File: config.mk
export PLATFORM = sky130hd
export DESIGN_NAME = fcmp_arbiter
export DESIGN_NICKNAME = d
export VERILOG_FILES = /design/src/rtl/fcmp_arbiter.sv
export SDC_FILE = /design/constraint.sdc
export NUM_CORES = 1
export LEC_CHECK = 0
export ABC_AREA = 1
export CAP_MARGIN = 30
export CORE_ASPECT_RATIO = 1.4
export CORE_MARGIN = 4
export CORE_UTILIZATION = 23
export CTS_CLUSTER_SIZE = 16
export DETAILED_ROUTE_END_ITERATION = 10
export PLACE_DENSITY = 0.63
export SLEW_MARGIN = 20
export SYNTH_ARGS = -nofsm -noshare
export SYNTH_HDL_FRONTEND = slang
export SYNTH_SLANG_ARGS = --single-unit
export TNS_END_PERCENT = 5
File: constraint.sdc
create_clock -name clk -period 6.8 [get_ports clk]
set_input_delay 1.02 -clock clk [delete_from_list [all_inputs] [get_ports clk]]
set_output_delay 1.02 -clock clk [all_outputs]
set_load 0.01 [all_outputs]
File: src/rtl/fcmp_arbiter.sv
// Purpose: round-robin arbiter that shares one IEEE-754 single compare unit (lt/le/eq) among N_REQ requesters.
// Latency: accept at T, cmp_ready at T+1, resp_valid at T+2+k (k = unit delay) or T+1+TIMEOUT on timeout.
// Backpressure: one request in flight; others wait with req_ready=0 and hold their request. Responses cannot be stalled.
//
// Ports:
//   clk, rst                         clock (rising edge), asynchronous active-high reset
//   req_valid/req_ready [N_REQ]      request handshake; req_ready is one-hot and only asserted in IDLE
//   req_x1/req_x2 [32*N_REQ]         operands, slice i = [32i+31:32i]
//   req_op [2*N_REQ]                 00 lt, 01 le, 10 eq, 11 treated as lt
//   resp_valid [N_REQ], resp_y,      one-cycle one-hot response strobe with result and timeout flag
//   resp_err
//   cmp_x1/cmp_x2/cmp_op/cmp_ready   operands and op to the shared compare unit, held for the whole BUSY state
//   cmp_valid/cmp_y                  compare unit result; ignored outside BUSY
module fcmp_arbiter #(
    parameter int N_REQ   = 4,
    parameter int TIMEOUT = 15
) (
    input  logic                  clk,
    input  logic                  rst,
    input  logic [N_REQ-1:0]      req_valid,
    output logic [N_REQ-1:0]      req_ready,
    input  logic [32*N_REQ-1:0]   req_x1,
    input  logic [32*N_REQ-1:0]   req_x2,
    input  logic [2*N_REQ-1:0]    req_op,
    output logic [N_REQ-1:0]      resp_valid,
    output logic                  resp_y,
    output logic                  resp_err,
    output logic [31:0]           cmp_x1,
    output logic [31:0]           cmp_x2,
    output logic [1:0]            cmp_op,
    output logic                  cmp_ready,
    input  logic                  cmp_valid,
    input  logic                  cmp_y
);

    localparam int PW = (N_REQ > 1) ? $clog2(N_REQ) : 1;
    localparam logic [PW-1:0] LAST_IDX = PW'(N_REQ - 1);
    localparam logic [7:0]    CNT_LAST = 8'(TIMEOUT - 1);
    localparam logic [PW:0]   N_W      = (PW + 1)'(N_REQ);

    typedef enum logic [1:0] {
        ST_IDLE = 2'd0,
        ST_BUSY = 2'd1,
        ST_RESP = 2'd2
    } state_t;

    state_t         state_q, state_d;
    logic [PW-1:0]  ptr_q, ptr_d;
    logic [PW-1:0]  gnt_q, gnt_d;
    logic [31:0]    x1_q, x1_d;
    logic [31:0]    x2_q, x2_d;
    logic [1:0]     op_q, op_d;
    logic [7:0]     cnt_q, cnt_d;
    logic           y_q, y_d;
    logic           err_q, err_d;

    // Winner search results
    logic           win_found;
    logic [PW-1:0]  win_idx;
    logic [PW:0]    cand;
    logic [31:0]    sel_x1;
    logic [31:0]    sel_x2;
    logic [1:0]     sel_op;
    logic [N_REQ-1:0] grant_oh;

    // Scan requesters starting at ptr_q, wrapping modulo N_REQ. The
    // candidate index is kept one bit wider so the wrap is a single subtract.
    always_comb begin
        win_found = 1'b0;
        win_idx   = '0;
        cand      = '0;
        for (int k = 0; k < N_REQ; k++) begin
            cand = {1'b0, ptr_q} + (PW + 1)'(k);
            if (cand >= N_W) begin
                cand = cand - N_W;
            end
            if (!win_found && req_valid[cand[PW-1:0]]) begin
                win_found = 1'b1;
                win_idx   = cand[PW-1:0];
            end
        end
    end

    // Operand mux and one-hot grant for the winner.
    always_comb begin
        sel_x1   = '0;
        sel_x2   = '0;
        sel_op   = '0;
        grant_oh = '0;
        for (int i = 0; i < N_REQ; i++) begin
            if (win_idx == PW'(i)) begin
                sel_x1      = req_x1[32*i +: 32];
                sel_x2      = req_x2[32*i +: 32];
                sel_op      = req_op[2*i +: 2];
                grant_oh[i] = win_found;
            end
        end
    end

    // Next-state logic
    always_comb begin
        state_d = state_q;
        ptr_d   = ptr_q;
        gnt_d   = gnt_q;
        x1_d    = x1_q;
        x2_d    = x2_q;
        op_d    = op_q;
        cnt_d   = cnt_q;
        y_d     = y_q;
        err_d   = err_q;
        case (state_q)
            ST_IDLE: begin
                if (win_found) begin
                    x1_d    = sel_x1;
                    x2_d    = sel_x2;
                    // Reserved op is normalised to lt so the unit never sees 11.
                    op_d    = (sel_op == 2'b11) ? 2'b00 : sel_op;
                    gnt_d   = win_idx;
                    cnt_d   = '0;
                    state_d = ST_BUSY;
                end
            end
            ST_BUSY: begin
                if (cmp_valid) begin
                    y_d     = cmp_y;
                    err_d   = 1'b0;
                    state_d = ST_RESP;
                end else if (cnt_q == CNT_LAST) begin
                    y_d     = 1'b0;
                    err_d   = 1'b1;
                    state_d = ST_RESP;
                end else begin
                    cnt_d = cnt_q + 8'd1;
                end
            end
            ST_RESP: begin
                // Next search starts just after the requester that was served.
                ptr_d   = (gnt_q == LAST_IDX) ? '0 : gnt_q + PW'(1);
                state_d = ST_IDLE;
            end
            default: begin
                state_d = ST_IDLE;
            end
        endcase
    end

    always_ff @(posedge clk or posedge rst) begin
        if (rst) begin
            state_q <= ST_IDLE;
            ptr_q   <= '0;
            gnt_q   <= '0;
            x1_q    <= '0;
            x2_q    <= '0;
            op_q    <= '0;
            cnt_q   <= '0;
            y_q     <= 1'b0;
            err_q   <= 1'b0;
        end else begin
            state_q <= state_d;
            ptr_q   <= ptr_d;
            gnt_q   <= gnt_d;
            x1_q    <= x1_d;
            x2_q    <= x2_d;
            op_q    <= op_d;
            cnt_q   <= cnt_d;
            y_q     <= y_d;
            err_q   <= err_d;
        end
    end

    // req_ready is a combinational path from req_valid, so it is masked
    // explicitly while reset is held; every other output decodes flops.
    assign req_ready = (state_q == ST_IDLE && !rst) ? grant_oh : '0;

    assign cmp_ready = (state_q == ST_BUSY);
    assign cmp_x1    = x1_q;
    assign cmp_x2    = x2_q;
    assign cmp_op    = op_q;

    always_comb begin
        resp_valid = '0;
        for (int i = 0; i < N_REQ; i++) begin
            resp_valid[i] = (state_q == ST_RESP) && (gnt_q == PW'(i));
        end
    end

    assign resp_y   = (state_q == ST_RESP) & y_q;
    assign resp_err = (state_q == ST_RESP) & err_q;

endmodule

======== After elaboration in Yosys (flattened, before gate mapping) ========
Cells that the tools add are included.
word-level totals
  input bits .............................. 272
  logic and storage cells ................. 114
  output and inout port bits .............. 77
  register bits ........................... 82
operators by class
  add/subtract/negate cells ............... 9
  bitwise operators ....................... 2
  order comparisons ....................... 8
  reduce and logical (&&, ||, !) cells .... 21
  eq/ne operators ......................... 14
  mux-type cells .......................... 51
operators by type and width
  kind                   number
  $mux W32               8
  $mux W2                17
  $mux W8                3
  $mux W1                16
  $pmux W8 S2            1
  $eq A2 B2 Y1 const B   6
  $lt A2 B3 Y1 const B   4
  $ge A3 B3 Y1 const B   3
  $add A8 B1 Y8 const B  1
  $bmux W1 S2            4
  $eq A8 B4 Y1 const B   1
  $logic_and A1 B1 Y1    8
  $sub A2 B1 Y2 const B  4
  $add A2 B2 Y3 const B  2
  $eq A2 B1 Y1 const B   3
  $logic_not A2 Y1       3
  $ne A2 B2 Y1 const B   3
  $reduce_and A2 Y1      3
  $logic_not A1 Y1       4
  $mux W4                1
  $pmux W2 S2            1
  $reduce_and A4 Y1      1
  $reduce_bool A2 Y1     2
  $add A2 B1 Y3 const B  1
  other kinds (4)        5

======== Longest topological paths before layout ========
Gate-level depths: netlist of the first run.
  depth after elaboration ................. 21
  mapped depth ............................ 18

======== Worst setup path before layout of the first run ========
Ideal clock, no wire load.
  path type ............................... input port to output port
  from .................................... in rst
  to ...................................... out req_ready[1]
  buffers on the path ..................... 0
  required time ........................... 5780 ps
  arrival ................................. 3385 ps
  setup slack ............................. 2395 ps
  cell stages on the path ................. 3
  cell sequence ........................... inv_1 nand2_1 nor3_1
on the way
  word-level cells in the longest chain between the ends .. 3
RTL lines
  what                 RTL line  source
  start, declared      19        input logic rst,
  $logic_not A1 Y1     173       assign req_ready = (state_q == ST_IDLE && !rst) ? grant_oh : '0;
  $logic_and A1 B1 Y1  173
  $mux W4              173
  end, declared        21        output logic [N_REQ-1:0] req_ready,
Every way passes these cells.

======== Final worst setup path of the first run ========
  from .................................... in req_valid[2]
  to ...................................... out req_ready[0]
on the way
  word-level cells in the longest chain between the ends .. 15
  elaborated cells between the ends (all ways) .. 25
  those cells by class .................... 18 x mux; 7 x reduce/logical
RTL lines
  what                           RTL line  source
  start, declared                20        input logic [N_REQ-1:0] req_valid,
  $bmux W1 S2                    77        if (!win_found && req_valid[cand[PW-1:0]]) begin
  $mux W1 (not written as such)  77
  $mux W1                        77
  $logic_not A1 Y1               77
  $logic_and A1 B1 Y1            77
  $mux W1                        77
  $logic_not A1 Y1               77
  $logic_and A1 B1 Y1            77
  $mux W1                        77
  $logic_not A1 Y1               77
  $logic_and A1 B1 Y1            77
  $mux W2                        77
  $logic_not A2 Y1               91        if (win_idx == PW'(i)) begin
  $mux W1 *                      91
  $mux W4 *                      173
Every way passes the cells marked *; elsewhere a longest branch is shown, timed or not. The select of a mux whose other input is x is not followed.

==> run metrics, run 1 <==
Yosys warning count=0; vias in the first global route=about 6.3k; VDD IR max=0.237 mV; largest buffer count on any clock path=2; ranking of synthesized cells by area=dfrtp_1 (39%), nand2_1 (35%), nand4_1 (7.4%); post-synth net total=around 1.1k; Min-Delay Path Class=reg2reg; Mapped Cells=about 810; Fin. Hold Viols=0; max incr delay on CP=about 630 ps; CP delay by family, top=buffers and inverters; Post-synth EDFFs=0; DRT antenna net count=0; xor/xnor cell area share of the yosys netlist=less than 1%; largest family of logic cells by synthesized area=simple AND/OR/NAND/NOR gates; clock sinks=slightly above 80; RSZ-0062 raised after global routing=false; setup bufs post-CTS=0; final core occ=~40%; H-tree depth=3; CP bufs+invs=5; CP max FO=7; Post-CTS Hold Buffers=0; slack of the worst reg-to-reg path=about 3500 ps; Critical Path AT=roughly 3200 ps; Async SR Flop Fraction=100%; syn_area_per_cell=6.52 µm²; crit share post-route=between 60% and 70%; root buf cell=clkbuf_16; WS Path Type=in2out; hold endpoint=cmp_x1[24]; Leak=4.16 nW; # setup viols final=0; Placed Cells incl. Taps=roughly 1.4k; CTS tree=built; Post-Synth Simple-Gate Area=49.4%; Worst Path Required=5780 ps; #FFs+latches synth=just over 80; post-synth design cell area=about 5300 µm²; most common cell after layout, fill and taps aside=nand2_1; WHS=~470 ps; width of the die=between 100 and 150 µm; Critical Path Start Type=input pin; # nets final=roughly 1.4k; status=completed; Synth top area share=38.7%; cell taking the most area after synthesis=dfrtp_1; Initial Util=23.5%; Worst-Skew Late Latency=roughly 340 ps; Cell variety after synth=36; Placer Congestion=~0.79; worst slew pin tran=~790 ps; element type at the critical path end=output port; DRT Pass-1 Iters=4; fin. max-slew vios=0; global route overflow=0; clock skew=roughly 9.7 ps; Max Cap Viol=0; FF-to-FF path depth=11; non-filler cells, final=between 1k and 1.5k; CP cell instances=clkdlybuf4s50_1 > inv_1 > nand2_1 > nand3_1 > nand2_2 > inv_1 > nand3_1 > nand3_1 > nand2_4 > clkinv_4 > nor4_1 > clkdlybuf4s50_1; first-pass GRT wire length=33300 µm; hold wc startpoint=cmp_x1[24]; Slew HR=47.3%; routed wire length per instance=around 15 µm; crit-path most repeated cell=nand3_1; multiplexer area fraction after synthesis=0%; Seq/Total Area, Yosys=a little under 40%; initial antenna violation count=0; WHS Path Cells=2; post-layout min period=approximately 4200 ps; Rows=between 60 and 70; cell area after placement=~9000 µm²; Ports=349; port bufs=348; Layout area overhead=74.7%; Die Y=188 µm; adder-cell share of the synthesized area=1.41%; pwr dens=505 nW/µm²; r2r startpoint=ptr_q[0]; Worst path slowest cell=clkdlybuf4s50_1; Synth Flop Type=dfrtp_1; cell area after layout=roughly 9300 µm²; Synth Area in Compound Gates=under 10%; cells resized by post-CTS repair=0; FF-to-FF End=cmp_x2[14]; setup_tns=0 ps; TritonCTS Buffers=9; drt drc=0; All-Layer GR Usage=~16%; DR iter-0 viols=slightly above 300; layout cell share with drive strength beyond 1=3.68%; largest net degree at the start of global routing=69; Ant. Diodes=0; commonest cells after routing, fill and taps aside=nand2_1 (499), clkdlybuf4s50_1 (348), dfrtp_1 (82), nand4_1 (63), inv_1 (30); clock slew at reported path FFs=~60 ps; Die Footprint=around 26000 µm²; WL final=roughly 22000 µm; Core Footprint=approximately 23000 µm²; via/cell ratio=between 4 and 5; DP HPWL=around 16000 µm; fmax=around 240 MHz; routed via count=~6.3k
-- where the power goes --
| part | switching (mW) | internal (mW) | total, mW |
|---|---|---|---|
| combinational | 2.07 | 1.23 | 3.30 |
| sequential | 0.125 | 0.726 | 0.851 |
| clock | 0.208 | 0.323 | 0.532 |
| total | 2.40 | 2.28 | 4.68 |
-- sequential cells by signal, summed over array words and instances (netlist names) --
signal   count
gnt_q        2
cmp_op       2
cmp_x2      32
cmp_x1      32
y_q          1
err_q        1
ptr_q        2
cnt_q        8
state_q      2
-- worst reg2reg max path: stages (launching register included) --
cell      delay, ps
dfrtp_1         560
inv_2           160
nand2_1         110
nand2_2          80
o21ai_1         230
nand3b_1        170
nand2_2          60
buf_4           370
inv_2           670
buf_4           500
nand2_1         110
o22a_1          180
-- routing by layer --
| metal | GRT usage (%) | part of all wire, % | vias up | wire [µm] |
|---|---|---|---|---|
| met1 | 18.1 | 38 | 2814 | 8300 |
| met2 | 29.8 | 51 | 230 | 11200 |
| met5 | 0 | 0 | - | 0 |
| li1 | - | - | 3206 | - |
| met4 | 5.47 | 2.4 | 0 | 524 |
| met3 | 4.78 | 8.2 | 26 | 1790 |
-- cell families after synthesis --
logic type	count (synthesis)
AOI/OAI and AO/OA	21
xor gates and xnor gates	2
adders and majority gates	6
buffers and inverters	79
DFF	82
and+or+nand+nor	624
-- cell type report --
class	count	area, µm²
clock inverters	6	90.1
well taps	301	377
flip-flops and latches	82	2050
clock buffers	10	229
repair buffers	354	3540
inverters	37	148
fillers	2395	13300
multi-input cells	653	2840
-- stage by stage --
stage                     total power, mW  setup WS, ps
after CTS                            4.78          2580
final                                4.68          2590
after global routing                 5.17          2370
after global placement               4.20          2590
after floorplan                      3.11          2390
after detailed placement             4.23          2580
-- synth_stat cells (all sizes together) (2+ instances only) --
master and instances:
ha 6, nand3b 2, nand3 15, nand2 509
inv 36, nor2 26, nand4 64, o21ai 9
clkbuf 8, dfrtp 82, buf 34, o22a 2
or2 2, a21oi 6, nor3 5
-- how the worst max path moves through the flow --
stage / startpoint / to / slack (ps) / depth (start not counted)
floorplan: rst / req_ready[1] / 2390 / 3
global placement: req_valid[3] / req_ready[0] / 2590 / 12
detailed placement: req_valid[3] / req_ready[0] / 2580 / 12
CTS: req_valid[3] / req_ready[0] / 2580 / 12
global route: req_valid[2] / req_ready[0] / 2370 / 12
finish: req_valid[2] / req_ready[0] / 2590 / 12
Power figures use the tool's default switching activity.
==> run 2, diff against run 1 <==
--- a/config.mk
+++ b/config.mk
@@ -12,7 +12,7 @@
 export CORE_UTILIZATION = 23
 export CTS_CLUSTER_SIZE = 16
 export DETAILED_ROUTE_END_ITERATION = 10
-export PLACE_DENSITY = 0.63
+export PLACE_DENSITY = 0.65
 export SLEW_MARGIN = 20
 export SYNTH_ARGS = -nofsm -noshare
 export SYNTH_HDL_FRONTEND = slang
==> constraint.sdc (replaced) <==
create_clock -name clk -period 3.8 [get_ports clk]
set_input_delay 0.57 -clock clk [delete_from_list [all_inputs] [get_ports clk]]
set_output_delay 0.57 -clock clk [all_outputs]
set_load 0.01 [all_outputs]
==> run 2 against run 1 <==
Effect of this change: sequential power grew 80%; register-to-register slack worse by 2500 ps; global-route usage is 0.28 points lower; count of clock-buffer cells in the layout up 2; die area unchanged; largest power group unchanged; worst setup slack lost 2200 ps; sequential share of layout area is 0.062 points lower; wire length down 0.15%.
==> run metrics, run 2 (same netlist as run 1, synthesis figures left out) <==
Critical Path AT=2800 ps (-390 ps); Min-Delay Path Class=reg2reg; WS Path Type=in2out; WL final=21700 µm (-0.15%); TritonCTS Buffers=9 (unchanged); critical path depth=12 (unchanged); vias in the first global route=6355 (+1.1%); pre-CTS setup slack=240 ps (-2340 ps); crit-path most repeated cell=nand3_1; Worst-Skew Late Latency=340 ps (about the same); CP max FO=7 (unchanged); All-Layer GR Usage=16.2% (-0.28 points); Worst path slowest cell=clkdlybuf4s50_1; fin. max-slew vios=0 (unchanged); largest buffer count on any clock path=2 (unchanged); element type at the critical path end=output port; setup_tns=0 ps (unchanged); fmax=a little under 300 MHz; # nets final=1420 (+0.35%); worst slew pin tran=761 ps (-26.7 ps); Post-CTS Hold Buffers=0 (unchanged); CTS tree=built; via/cell ratio=4.38 (+0.73%); routed wire length per instance=15.0 µm (-0.49%); crit path from=req_valid[3]; cell area after layout=9300 µm² (+0.28%); post-layout min period=between 3000 and 4000 ps; drt drc=0 (unchanged); FF-to-FF End=cnt_q[7]; RSZ-0062 raised after global routing=false; Critical Path Start Type=input pin; Max Cap Viol=0 (unchanged); DRT Pass-1 Iters=6 (+2); cell area after placement=9010 µm² (+0.78%); clock slew at reported path FFs=60 ps (about the same); Ant. Diodes=0 (unchanged); Slew HR=49.3% (+1.9 points); DP HPWL=16700 µm (+1.5%); clock skew=13.1 ps (+3.34 ps); Critical Path End=req_ready[0]; routed via count=6344 (+1.1%); CP bufs+invs=5 (unchanged); port bufs=348 (unchanged); Placer Congestion=0.885 (+12%); status=completed; Rows=65 (unchanged); Die Y=188 µm (unchanged); pwr dens=904 nW/µm² (+79%); Final WS setup=433 ps (-2150 ps); most common cell after layout, fill and taps aside=nand2_1; max incr delay on CP=610 ps (-20 ps); root buf cell=clkbuf_16; r2r startpoint=ptr_q[0]; H-tree depth=3 (unchanged); global route overflow=0 (unchanged); Worst Path Required=3230 ps (-2550 ps); clock sinks=82 (unchanged); crit share post-route=approximately nine tenths; initial antenna violation count=0 (unchanged); # setup viols final=0 (unchanged); largest net degree at the start of global routing=77 (+12%); width of the die=136 µm (unchanged); CP cell instances=clkdlybuf4s50_1 > inv_1 > nand2_1 > nand3_1 > nand2_2 > inv_1 > nand3_1 > nand3_1 > nand2_4 > clkinv_4 > nor4_2 > clkdlybuf4s50_1; Layout area overhead=75.2%; Core Footprint=22600 µm² (unchanged); slack of the worst reg-to-reg path=980 ps (-2510 ps); Die Footprint=25600 µm² (unchanged); FF-to-FF path depth=15 (+4); Ports=349 (unchanged); DR iter-0 viols=334 (+8.8%); Initial Util=23.5% (unchanged); DRT antenna net count=0 (unchanged); commonest cells after routing, fill and taps aside=nand2_1 (499), clkdlybuf4s50_1 (348), dfrtp_1 (82), nand4_1 (63), inv_1 (30); Leak=4.17 nW (+0.14%); first-pass GRT wire length=32800 µm (-1.6%); VDD IR max=0.743 mV (+210%); layout cell share with drive strength beyond 1=4.01% (+0.33 points); Fin. Hold Viols=0 (unchanged); CP delay by family, top=buffers and inverters
[run 2: metrics by stage]
step | total power [mW] | utilization [%] | cells | hold WS [ps]
2_1_floorplan | 5.57 | - | 814 | 466
3_3_place_gp | 7.62 | 39.8 | 1432 | 460
3_5_place_dp | 7.67 | 39.8 | 1432 | 464
4_1_cts | 8.59 | 41.1 | 1448 | 481
5_1_grt | 9.29 | 41.1 | 1448 | 497
6_report | 8.41 | 41.1 | 1448 | 475
[run 2: layer usage]
metal / part of all wire, % / GRT usage [%]
met5: 0 / 0
met4: 2.1 / 4.93
met3: 7.9 / 4.13
met2: 51 / 29.8
met1: 39 / 18.0
[run 2: layout make-up]
| cell class | count | area, µm² |
|---|---|---|
| Fill cell | 2371 | 13300 |
| Tap cell | 301 | 377 |
| Multi-Input combinational cell | 653 | 2850 |
| Inverter | 37 | 148 |
| Sequential cell | 82 | 2050 |
| Clock buffer | 12 | 236 |
| Clock inverter | 4 | 52.6 |
| Timing Repair Buffer | 359 | 3590 |
[run 2: where the power goes]
part / switching (mW) / internal (mW)
clock network: 0.361 / 0.511
logic: 3.73 / 2.28
registers: 0.226 / 1.30
[run 2: worst min path at each step]
stage | from | end | slack [ps] | cells past startpoint
floorplan | err_q | err_q | 470 | 2
global placement | cmp_x1[19] | cmp_x1[19] | 460 | 2
detailed placement | cmp_x2[26] | cmp_x2[26] | 460 | 2
CTS | cmp_x1[25] | cmp_x1[25] | 480 | 2
global route | cmp_x1[29] | cmp_x1[29] | 500 | 2
finish | cmp_x1[25] | cmp_x1[25] | 470 | 2
[run 2: what timing repair did]
| item | 4_1_cts | 5_1_grt |
|---|---|---|
| setup buffers | 0 | 0 |
| gates resized for setup | 0 | 1 |
| setup endpoints to repair | 0 | 1 |
[run 2: worst register-to-register path: cells and delay by family, from the launching register on]
kind,cells,cell delay (ps)
AOI/OAI and AO/OA,2,220
DFF,1,550
buffers and inverters,2,760
and+or+nand+nor,11,1210
==> run 3, diff against run 2 <==
--- a/config.mk
+++ b/config.mk
@@ -10,6 +10,7 @@
 export CORE_ASPECT_RATIO = 1.4
 export CORE_MARGIN = 4
 export CORE_UTILIZATION = 23
+export CTS_BUF_LIST = sky130_fd_sc_hd__clkbuf_16
 export CTS_CLUSTER_SIZE = 16
 export DETAILED_ROUTE_END_ITERATION = 10
 export PLACE_DENSITY = 0.65
==> run 3 against run 2 <==
Effect of this change: first-iteration DRC count unchanged; wire length about the same; worst hold slack unchanged; critical path type unchanged; highest routed layer unchanged.
==> run metrics, run 3 (same netlist as run 1, synthesis figures left out) <==
status=completed; DRT Pass-1 Iters=6 (unchanged); Fin. Hold Viols=0 (unchanged); WL final=21700 µm (about the same); All-Layer GR Usage=16.2% (unchanged); vias in the first global route=6355 (unchanged); port bufs=348 (unchanged); clock sinks=82 (unchanged); Worst Path Required=3230 ps (about the same); Worst-Skew Late Latency=340 ps (about the same); pwr dens=903 nW/µm² (about the same); routed wire length per instance=15.0 µm (about the same); TritonCTS Buffers=9 (unchanged); fin. max-slew vios=0 (unchanged); CP bufs+invs=5 (unchanged); clock slew at reported path FFs=60 ps (about the same); largest buffer count on any clock path=2 (unchanged); WS Path Type=in2out; # setup viols final=0 (unchanged); Critical Path AT=2800 ps (about the same); DR iter-0 viols=334 (unchanged); H-tree depth=3 (unchanged); Critical Path Start Type=input pin; root buf cell=clkbuf_16; cell area after layout=9300 µm² (unchanged); DP HPWL=16700 µm (unchanged); first-pass GRT wire length=32800 µm (unchanged); Leak=4.18 nW (+0.30%); drt drc=0 (unchanged); initial antenna violation count=0 (unchanged); width of the die=136 µm (unchanged); Placer Congestion=0.885 (unchanged); Max Cap Viol=0 (unchanged); commonest cells after routing, fill and taps aside=nand2_1 (499), clkdlybuf4s50_1 (348), dfrtp_1 (82), nand4_1 (63), inv_1 (33); crit-path most repeated cell=nand3_1; via/cell ratio=4.38 (unchanged); routed via count=6344 (unchanged); Tot Pwr=8.40 mW (about the same); layout cell share with drive strength beyond 1=4.01% (unchanged); Core Footprint=22600 µm² (unchanged); CP delay by family, top=buffers and inverters; Multi-input gate area=2850 µm² (unchanged); VDD IR max=0.744 mV (about the same); Die Y=188 µm (unchanged); pre-CTS setup slack=240 ps (unchanged); # nets final=1420 (unchanged); DRT antenna net count=0 (unchanged); Initial Util=23.5% (unchanged); Worst path slowest cell=clkdlybuf4s50_1; element type at the critical path end=output port; CP cell instances=clkdlybuf4s50_1 > inv_1 > nand2_1 > nand3_1 > nand2_2 > inv_1 > nand3_1 > nand3_1 > nand2_4 > clkinv_4 > nor4_2 > clkdlybuf4s50_1; fmax=297 MHz (unchanged); crit share post-route=88.6% (unchanged); fill count=2371 (unchanged); setup bufs post-CTS=0 (unchanged); FF+latch area=2050 µm² (unchanged); Layout area overhead=75.2% (unchanged); cell area after placement=9010 µm² (unchanged); setup_tns=0 ps (unchanged); Rows=65 (unchanged); Slew HR=49.3% (about the same); CP max FO=7 (unchanged); largest net degree at the start of global routing=77 (unchanged); Min-Delay Path Class=reg2reg; RSZ-0062 raised after global routing=false; max incr delay on CP=610 ps (about the same); Ports=349 (unchanged); clock skew=13.1 ps (+0.0238 ps); CTS tree=built; Die Footprint=25600 µm² (unchanged); Final WS setup=433 ps (unchanged); post-layout min period=3370 ps (unchanged); global route overflow=0 (unchanged); worst slew pin tran=761 ps (-0.566 ps); most common cell after layout, fill and taps aside=nand2_1; Ant. Diodes=0 (unchanged)
==> run 3: cell types whose count changed in the layout (fill, tap and decap cells not counted) <==
cell	change
inv_1	+3
clkbuf_1	-3
==> run 3: worst reg2reg max path, cell delays in order, from the launching register on <==
cell	delay, ps
dfrtp_1	550
inv_2	160
nand2_1	100
nand2_1	100
nand2_1	90
nand2_2	60
nor2_4	120
nand3b_1	100
nand2_2	80
buf_4	600
nand2_1	300
nand2_1	130
nor2_1	60
nand2_1	70
o21ai_0	70
a21oi_1	150
==> run 3: timing repair <==
item                                    CTS  global route
endpoints found under the setup margin    0             1
hold buffers                              0             0
resized for setup                         0             1
==> run 3: stage by stage <==
step           cells  hold slack [ps]  utilization, %
6_report        1448              475            41.1
5_1_grt         1448              497            41.1
4_1_cts         1448              481            41.1
3_5_place_dp    1432              464            39.8
3_3_place_gp    1432              460            39.8
2_1_floorplan    814              466               -
==> run 3: metal layers <==
metal	global-route usage, %	vias up	wire, µm
li1	-	3218	-
met1	18.0	2875	8380
met3	4.13	23	1730
met2	29.8	228	11200
met5	0	-	0
met4	4.93	0	461
==> run 3: final cells by class <==
cell class | count | share of cell area (%)
Timing Repair Buffer | 359 | 38.6
Multi-Input combinational cell | 653 | 30.6
Sequential cell | 82 | 22.1
Tap cell | 301 | 4.05
Clock buffer | 9 | 2.42
Inverter | 37 | 1.59
Clock inverter | 7 | 0.686
==> run 3: worst paths after layout <==
| path | startpoint | endpoint | slack, ps | cells past startpoint |
|---|---|---|---|---|
| setup / recovery | req_valid[3] | req_ready[0] | 430 | 12 |
| min in group asynchronous | rst | cmp_x2[12] | 720 | 3 |
| hold / removal | cmp_x1[25] | cmp_x1[25] | 470 | 2 |
| hold reg to reg | cmp_x1[25] | cmp_x1[25] | 470 | 2 |
| setup reg to reg | ptr_q[0] | cnt_q[7] | 980 | 15 |
| max in group asynchronous | rst | cmp_x1[14] | 2040 | 4 |
==> run 3: power breakdown <==
group | internal [mW] | leakage, nW | switching (mW) | total (mW)
Combinational | 2.28 | 3.00 | 3.73 | 6.01
Sequential | 1.30 | 1.03 | 0.227 | 1.53
Clock | 0.503 | 0.141 | 0.361 | 0.864
